$ cat config.mk
export PLATFORM = sky130hd
export DESIGN_NAME = down_counter_tc
export DESIGN_NICKNAME = d
export VERILOG_FILES = /design/src/rtl/down_counter_tc.sv
export SDC_FILE = /design/constraint.sdc
export NUM_CORES = 1
export LEC_CHECK = 0
export ABC_AREA = 1
export BUFFER_PORTS_ARGS = -buffer_cell sky130_fd_sc_hd__buf_2
export CORE_AREA = 2 2 39 41
export CTS_BUF_LIST = sky130_fd_sc_hd__clkbuf_4 sky130_fd_sc_hd__clkbuf_8
export DETAILED_ROUTE_END_ITERATION = 16
export DIE_AREA = 0 0 41 43
export GPL_TIMING_DRIVEN = 0
export SYNTH_ARGS = -nofsm -noshare
export SYNTH_HDL_FRONTEND = slang
export SYNTH_SLANG_ARGS = --single-unit
$ cat constraint.sdc
create_clock -name clk -period 1.7 [get_ports clk]
set_clock_uncertainty 0.15 [all_clocks]
set_input_delay 0.51 -clock clk [delete_from_list [all_inputs] [get_ports clk]]
set_output_delay 0.51 -clock clk [all_outputs]
set_load 0.02 [all_outputs]
$ cat src/rtl/down_counter_tc.sv
// ---------------------------------------------------------------------------
// down_counter_tc
//   Loadable synchronous down counter with a registered terminal-count pulse.
//   A nonzero load_value starts a countdown. Each enabled cycle decrements the
//   count, and reaching zero raises tc_pulse for one cycle. Loading zero
//   leaves the counter idle. The counter serves as a programmable delay or
//   timeout source.
//
//   Optional feature macro: AUTO_RELOAD_EN
//     undefined : one-shot. On expiry the count goes to 0 and the FSM
//                 returns to IDLE.
//     defined   : periodic. On expiry the count reloads from the last loaded
//                 value and the FSM stays in RUN.
//
// Ports
//   clk         in   1      rising-edge clock
//   reset       in   1      asynchronous reset, active low
//   load        in   1      load load_value this cycle (wins over enable)
//   load_value  in   WIDTH  start value
//   enable      in   1      decrement permission while running
//   count_out   out  WIDTH  current count (registered)
//   busy        out  1      high while in RUN
//   zero        out  1      high when count_out == 0
//   tc_pulse    out  1      one-cycle expiry pulse (registered)
// ---------------------------------------------------------------------------
module down_counter_tc #(
  parameter int WIDTH = 4
) (
  input  logic             clk,
  input  logic             reset,
  input  logic             load,
  input  logic [WIDTH-1:0] load_value,
  input  logic             enable,
  output logic [WIDTH-1:0] count_out,
  output logic             busy,
  output logic             zero,
  output logic             tc_pulse
);

  typedef enum logic {
    IDLE = 1'b0,
    RUN  = 1'b1
  } state_t;

  localparam logic [WIDTH-1:0] W_ONE  = {{(WIDTH-1){1'b0}}, 1'b1};
  localparam logic [WIDTH-1:0] W_ZERO = '0;

  state_t           r_state, r_state_next;
  logic [WIDTH-1:0] r_count, r_count_next;
  logic [WIDTH-1:0] r_reload, r_reload_next;
  logic             r_tc, r_tc_next;

  // State and datapath registers
  always_ff @(posedge clk or negedge reset) begin
    if (!reset) begin
      r_state  <= IDLE;
      r_count  <= W_ZERO;
      r_reload <= W_ZERO;
      r_tc     <= 1'b0;
    end else begin
      r_state  <= r_state_next;
      r_count  <= r_count_next;
      r_reload <= r_reload_next;
      r_tc     <= r_tc_next;
    end
  end

  // Next-state and datapath logic
  always_comb begin
    r_state_next  = r_state;
    r_count_next  = r_count;
    r_reload_next = r_reload;
    r_tc_next     = 1'b0;

    if (load) begin
      // Load wins over a coinciding expiry, so no pulse is raised here.
      r_count_next  = load_value;
      r_reload_next = load_value;
      r_state_next  = (load_value != W_ZERO) ? RUN : IDLE;
    end else if (r_state == RUN && enable) begin
      if (r_count > W_ONE) begin
        r_count_next = r_count - W_ONE;
      end else if (r_count == W_ONE) begin
        r_tc_next = 1'b1;
`ifdef AUTO_RELOAD_EN
        r_count_next = r_reload;
        r_state_next = RUN;
`else
        r_count_next = W_ZERO;
        r_state_next = IDLE;
`endif
      end else begin
        // A zero count in RUN cannot normally occur. Park in IDLE rather
        // than wrap below zero.
        r_state_next = IDLE;
      end
    end
  end

  assign count_out = r_count;
  assign busy      = (r_state == RUN);
  assign zero      = (r_count == W_ZERO);
  assign tc_pulse  = r_tc;

endmodule

Word-level counts from Yosys, hierarchy flattened
Index checks and enable logic that the tools add are counted.
{"block": "word_totals", "in_bits": 8, "ff_bits": 6, "elab_cells": 26}
{"block": "classes", "eq_ne": 2, "add_sub_neg": 1, "reduce_logical": 7, "mux": 12, "order_cmp": 1}
{"op": "$mux 4", "n": 4}
{"op": "$mux 1", "n": 8}
{"op": "$eq 4x1->1 const B", "n": 1}
{"op": "$gt 4x1->1 const B", "n": 1}
{"op": "$logic_not 4->1", "n": 1}
{"op": "$reduce_and 2->1", "n": 2}
{"op": "$reduce_bool 4->1", "n": 1}
{"op": "$sub 4x1->4 const B", "n": 1}
{"op": "$reduce_bool 3->1", "n": 1}
{"op": "$ne 2x2->1 const B", "n": 1}
{"op": "$reduce_bool 2->1", "n": 1}
{"op": "$logic_and 1x1->1", "n": 1}

Logic depth before layout (Yosys ltp)
{"block": "logic_depth", "depth_word": 5, "depth_mapped": 9, "mapped_depth_nobuf": 9}

Worst setup path before layout
Ideal clock, no wire load.
{"block": "synth_path", "path_kind": "register to output", "startpoint": "reg r_count[0], in the netlist count_out[0]", "endpoint": "out zero", "arrival_ps": 1272, "path_buffers": 0, "setup_slack_ps": -232, "path_stages_with_launch": 4, "path_cell_list": "dfrtp_1 inv_1 ha_1 nor3b_1"}
{"block": "synth_between", "elab_chain_len": 1}
{"element": "start: declaration", "line_no": "49", "source": "logic [WIDTH-1:0] r_count, r_count_next;"}
{"element": "start signal: assignment", "line_no": "62", "source": "r_count <= r_count_next;"}
{"element": "$logic_not 4->1", "line_no": "102", "source": "assign zero = (r_count == W_ZERO);"}
{"element": "end: declaration", "line_no": "36", "source": "output logic zero,"}
Every way passes these cells.

Final worst setup path
Same ends and word-level chain as after synthesis.

==> results <==
- The count of final hold-check violations is 0.
- For this run, the number of Yosys warnings is 0.
- The pre-antenna-repair detailed-routing pass consisted of 4 iterations.
- Static timing analysis puts the maximum clock frequency at 0.5543 GHz.
- During I/O placement, the number of pins put on the boundary was 15.
- Cells fill 49.82% of the core in the end.
- The effective utilization at floorplan is 30.92%.
- The actual slew at the worst max-slew pin is 0.2917 ns.
- The via-per-instance ratio is 4.426.
- Across the run, the number of max-cap violations was 0.
- Setup repair after global routing could not meet its margin everywhere.
- Each instance of the synthesized netlist takes up on average 7.253 um2.
- The placeable core region is 1384 um2.
- The number of placed instances with taps included is 89.
- The first routing iteration left 11 violations.
- The maximum fanout along the worst path is 2.
- The clock sink count is 6.
- The total count of max-transition violations in the final report is 0.
- The remaining global-route overflow is 0.
- The clock latency on the worst-skew pair is 0.23 ns.
- The placed instances occupy a cell area of 529.3 um2.
- Ranked by total cell area, the synthesized netlist is headed by sky130_fd_sc_hd__dfrtp_1 35%, sky130_fd_sc_hd__nand2_1 19%, sky130_fd_sc_hd__ha_1 8.8%.
- For the worst setup path, the data required time is 1.04 ns.
- The count of cells in the finished layout, fillers not included, comes to 101.
- After layout, the design draws a total of 1.195 mW.
- Cell internal power was estimated by the tool at 0.6640 mW.
- The top cell type's share of synthesized area is 35.09%.
- Summed over all nets, the switching power comes to 0.5309 mW.
- The total power divided by cell area is 1733 nW/um2.
- The detailed router placed 447 vias in this run.
- The path type of the worst setup path is reg2out.
- The number of global-route vias before repair is 425.
- Setup violations remaining at the end of the flow were counted as 1.
- STA classifies the critical path startpoint as a flop.
- In this run, synthesis produced a sequential element count of 6.
- The synthesized net count is 70.
- The standard-cell row count is 14.
- During placement, the flow inserted port buffers numbering 14.
- The buffer type at the clock tree root is sky130_fd_sc_hd__clkbuf_4.
- The number of antenna diodes in the final layout is 0.
- STA classifies the critical path endpoint as an output port.
- The worst setup slack after layout is -0.1039 ns.
- The H-tree depth reported by CTS is 1.
- The initial antenna violation count is 0.
- The headroom to the max-slew limit is 80.55%.
- Setup total negative slack on the finished layout was measured at -0.1039 ns.
- On the final layout, the worst hold slack is 0.3699 ns.
- TritonCTS built the clock tree.
- After layout, the minimum clock period comes to 1.804 ns.
- In this run the cell area of the synthesized design comes to 427.9 um2.
- The run finished, with violations left.
- Prior to clock tree synthesis, the placed netlist has a worst setup slack of 0.02150 ns.
- Of the total power, the clock network draws 10.2%.
- The full die area is 1763 um2.
- The congestion estimate from routability-driven global placement came to 0.7120.
- Counting the buffers created by CTS gives 3.
- The final critical path takes up 106.1% of the cycle.
- The register area share after synthesis is 35.09%.
- Once detail routing completed, the nets flagged for antenna violations numbered 0.
- The checks that failed: negative setup slack.
- The global-route wire length before repair is 1.600 mm.
- After detailed routing, the average wire length per cell comes to 10.65 um.
- In this run switching power makes up 44.43% of total power.
- The share of power burned in registers is 22.4%.
- The post-synthesis to final-layout area growth is 61.11%.
- The total leakage power is 0.3498 nW.
- The height of the die is 43 um.
- The clock transition at the registers of the reported paths is 0.04 ns.
- Combinational logic is responsible for 67.4% of the overall power.
- Data on the critical path arrives at its endpoint at 1.14 ns.
- The number of different library cells used by synthesis comes to 19.
- The min-delay analysis places its worst path in the category reg2reg.
- The maximum number of buffers from clock root to sink is 2.
- The number of nets in the finished design is 98.
- After technology mapping, the gate count stands at 59.
- The final wirelength is 1.076 mm.
- In the global route stage, overall resource usage came out at 13.45%.
- The half-perimeter wire length of the detailed placement result is 746 um.
- The final non-filler cell area is 689.4 um2.
- The die is 41 um wide.
- The largest net degree at the start of global routing is 7.
- The residual DRC count is 0.
- The number of fillers in the final layout is 138.
- The largest total area in the synthesized netlist belongs to sky130_fd_sc_hd__dfrtp_1.
- Across the VDD grid, the largest voltage drop is 733.1 uV.
- Of the cells placed in the final design, the portion with a size suffix greater than 1 is 49.41%.
[Yosys cell counts]
master / n
sky130_fd_sc_hd__nand3_2: 1
sky130_fd_sc_hd__o21ai_1: 3
sky130_fd_sc_hd__nor2_1: 3
sky130_fd_sc_hd__nand2_2: 2
sky130_fd_sc_hd__nand2_1: 22
sky130_fd_sc_hd__a21oi_2: 1
sky130_fd_sc_hd__inv_2: 2
sky130_fd_sc_hd__nor4_1: 1
sky130_fd_sc_hd__ha_1: 3
sky130_fd_sc_hd__nand2_4: 1
sky130_fd_sc_hd__nor2_2: 2
sky130_fd_sc_hd__inv_1: 5
sky130_fd_sc_hd__nor3b_1: 1
sky130_fd_sc_hd__nand3b_1: 1
sky130_fd_sc_hd__xnor2_1: 1
sky130_fd_sc_hd__a21oi_1: 2
sky130_fd_sc_hd__dfrtp_1: 6
sky130_fd_sc_hd__o21ai_0: 1
sky130_fd_sc_hd__nand3_1: 1
[kinds of logic after synthesis]
| family | after synthesis | share of synthesized area, % |
|---|---|---|
| AOI/OAI and AO/OA | 7 | 9.063 |
| and+or+nand+nor | 35 | 38.89 |
| xor gates and xnor gates | 1 | 2.047 |
| buffers and inverters | 7 | 6.141 |
| DFF | 6 | 35.09 |
| adders and majority gates | 3 | 8.773 |
[state kept, by name, summed over array words and instances, names as in the netlist]
register / flops
count_out: 4
busy: 1
tc_pulse: 1
[path summary, 6_finish.rpt]
path | cells past startpoint | from | to | slack (ns)
max | 4 | count_out[0] | zero | -0.10
min | 2 | busy | busy | 0.37
max reg2reg | 11 | count_out[0] | count_out[2] | 0.05
min reg2reg | 2 | busy | busy | 0.37
max in group asynchronous | 2 | reset | count_out[1] | 0.79
min in group asynchronous | 2 | reset | tc_pulse | 0.47
[layout by cell type, fill, tap and decap left out, drive strengths merged]
cell type	synthesis	final
a21oi	3	3
buf	0	22
clkbuf	0	3
dfrtp	6	6
dlygate4sd3	0	1
ha	3	3
inv	7	7
nand2	25	25
nand3	2	2
nand3b	1	1
nor2	5	5
nor3b	1	1
nor4	1	1
o21ai	4	4
xnor2	1	1
[per-layer routing]
metal	global-route usage [%]	vias to the layer above	wire (um)
met5	0	-	0
met4	10.00	0	9
met3	1.571	2	39
met2	20.00	8	559
met1	16.78	198	467
li1	-	239	-
[critical path, cell delays in order (launching register included)]
cell and delay [ns]:
sky130_fd_sc_hd__dfrtp_1 0.39, sky130_fd_sc_hd__inv_2 0.09, sky130_fd_sc_hd__ha_4 0.12, sky130_fd_sc_hd__nor3b_4 0.17, sky130_fd_sc_hd__buf_6 0.14
[area by class of cell]
class / count / area, um2 / area share [%]
inverters: 7 / 26.28 / 3.811
multi-input cells: 46 / 307.8 / 44.65
flip-flops and latches: 6 / 150.1 / 21.78
well taps: 16 / 20.02 / 2.904
clock buffers: 3 / 22.52 / 3.267
repair buffers: 23 / 162.7 / 23.59
[repair_timing]
| action | in CTS | in global routing |
|---|---|---|
| setup buffers | 5 | 3 |
| endpoints found under the setup margin | 1 | 6 |
| hold buffers | 1 | 0 |
| endpoints found under the hold margin | 6 | 0 |
| pin swaps | 1 | 3 |
| resized for setup | 6 | 12 |
| cloned | 0 | 0 |
[power by group through the flow]
stage / combinational, mW / sequential (mW) / clock [mW]
2_1_floorplan: 0.315 / 0.327 / 0
3_3_place_gp: 0.496 / 0.274 / 0
3_5_place_dp: 0.505 / 0.276 / 0
4_1_cts: 0.628 / 0.267 / 0.130
5_1_grt: 0.881 / 0.276 / 0.138
6_report: 0.805 / 0.268 / 0.122
(Power assumes the default switching activity.)
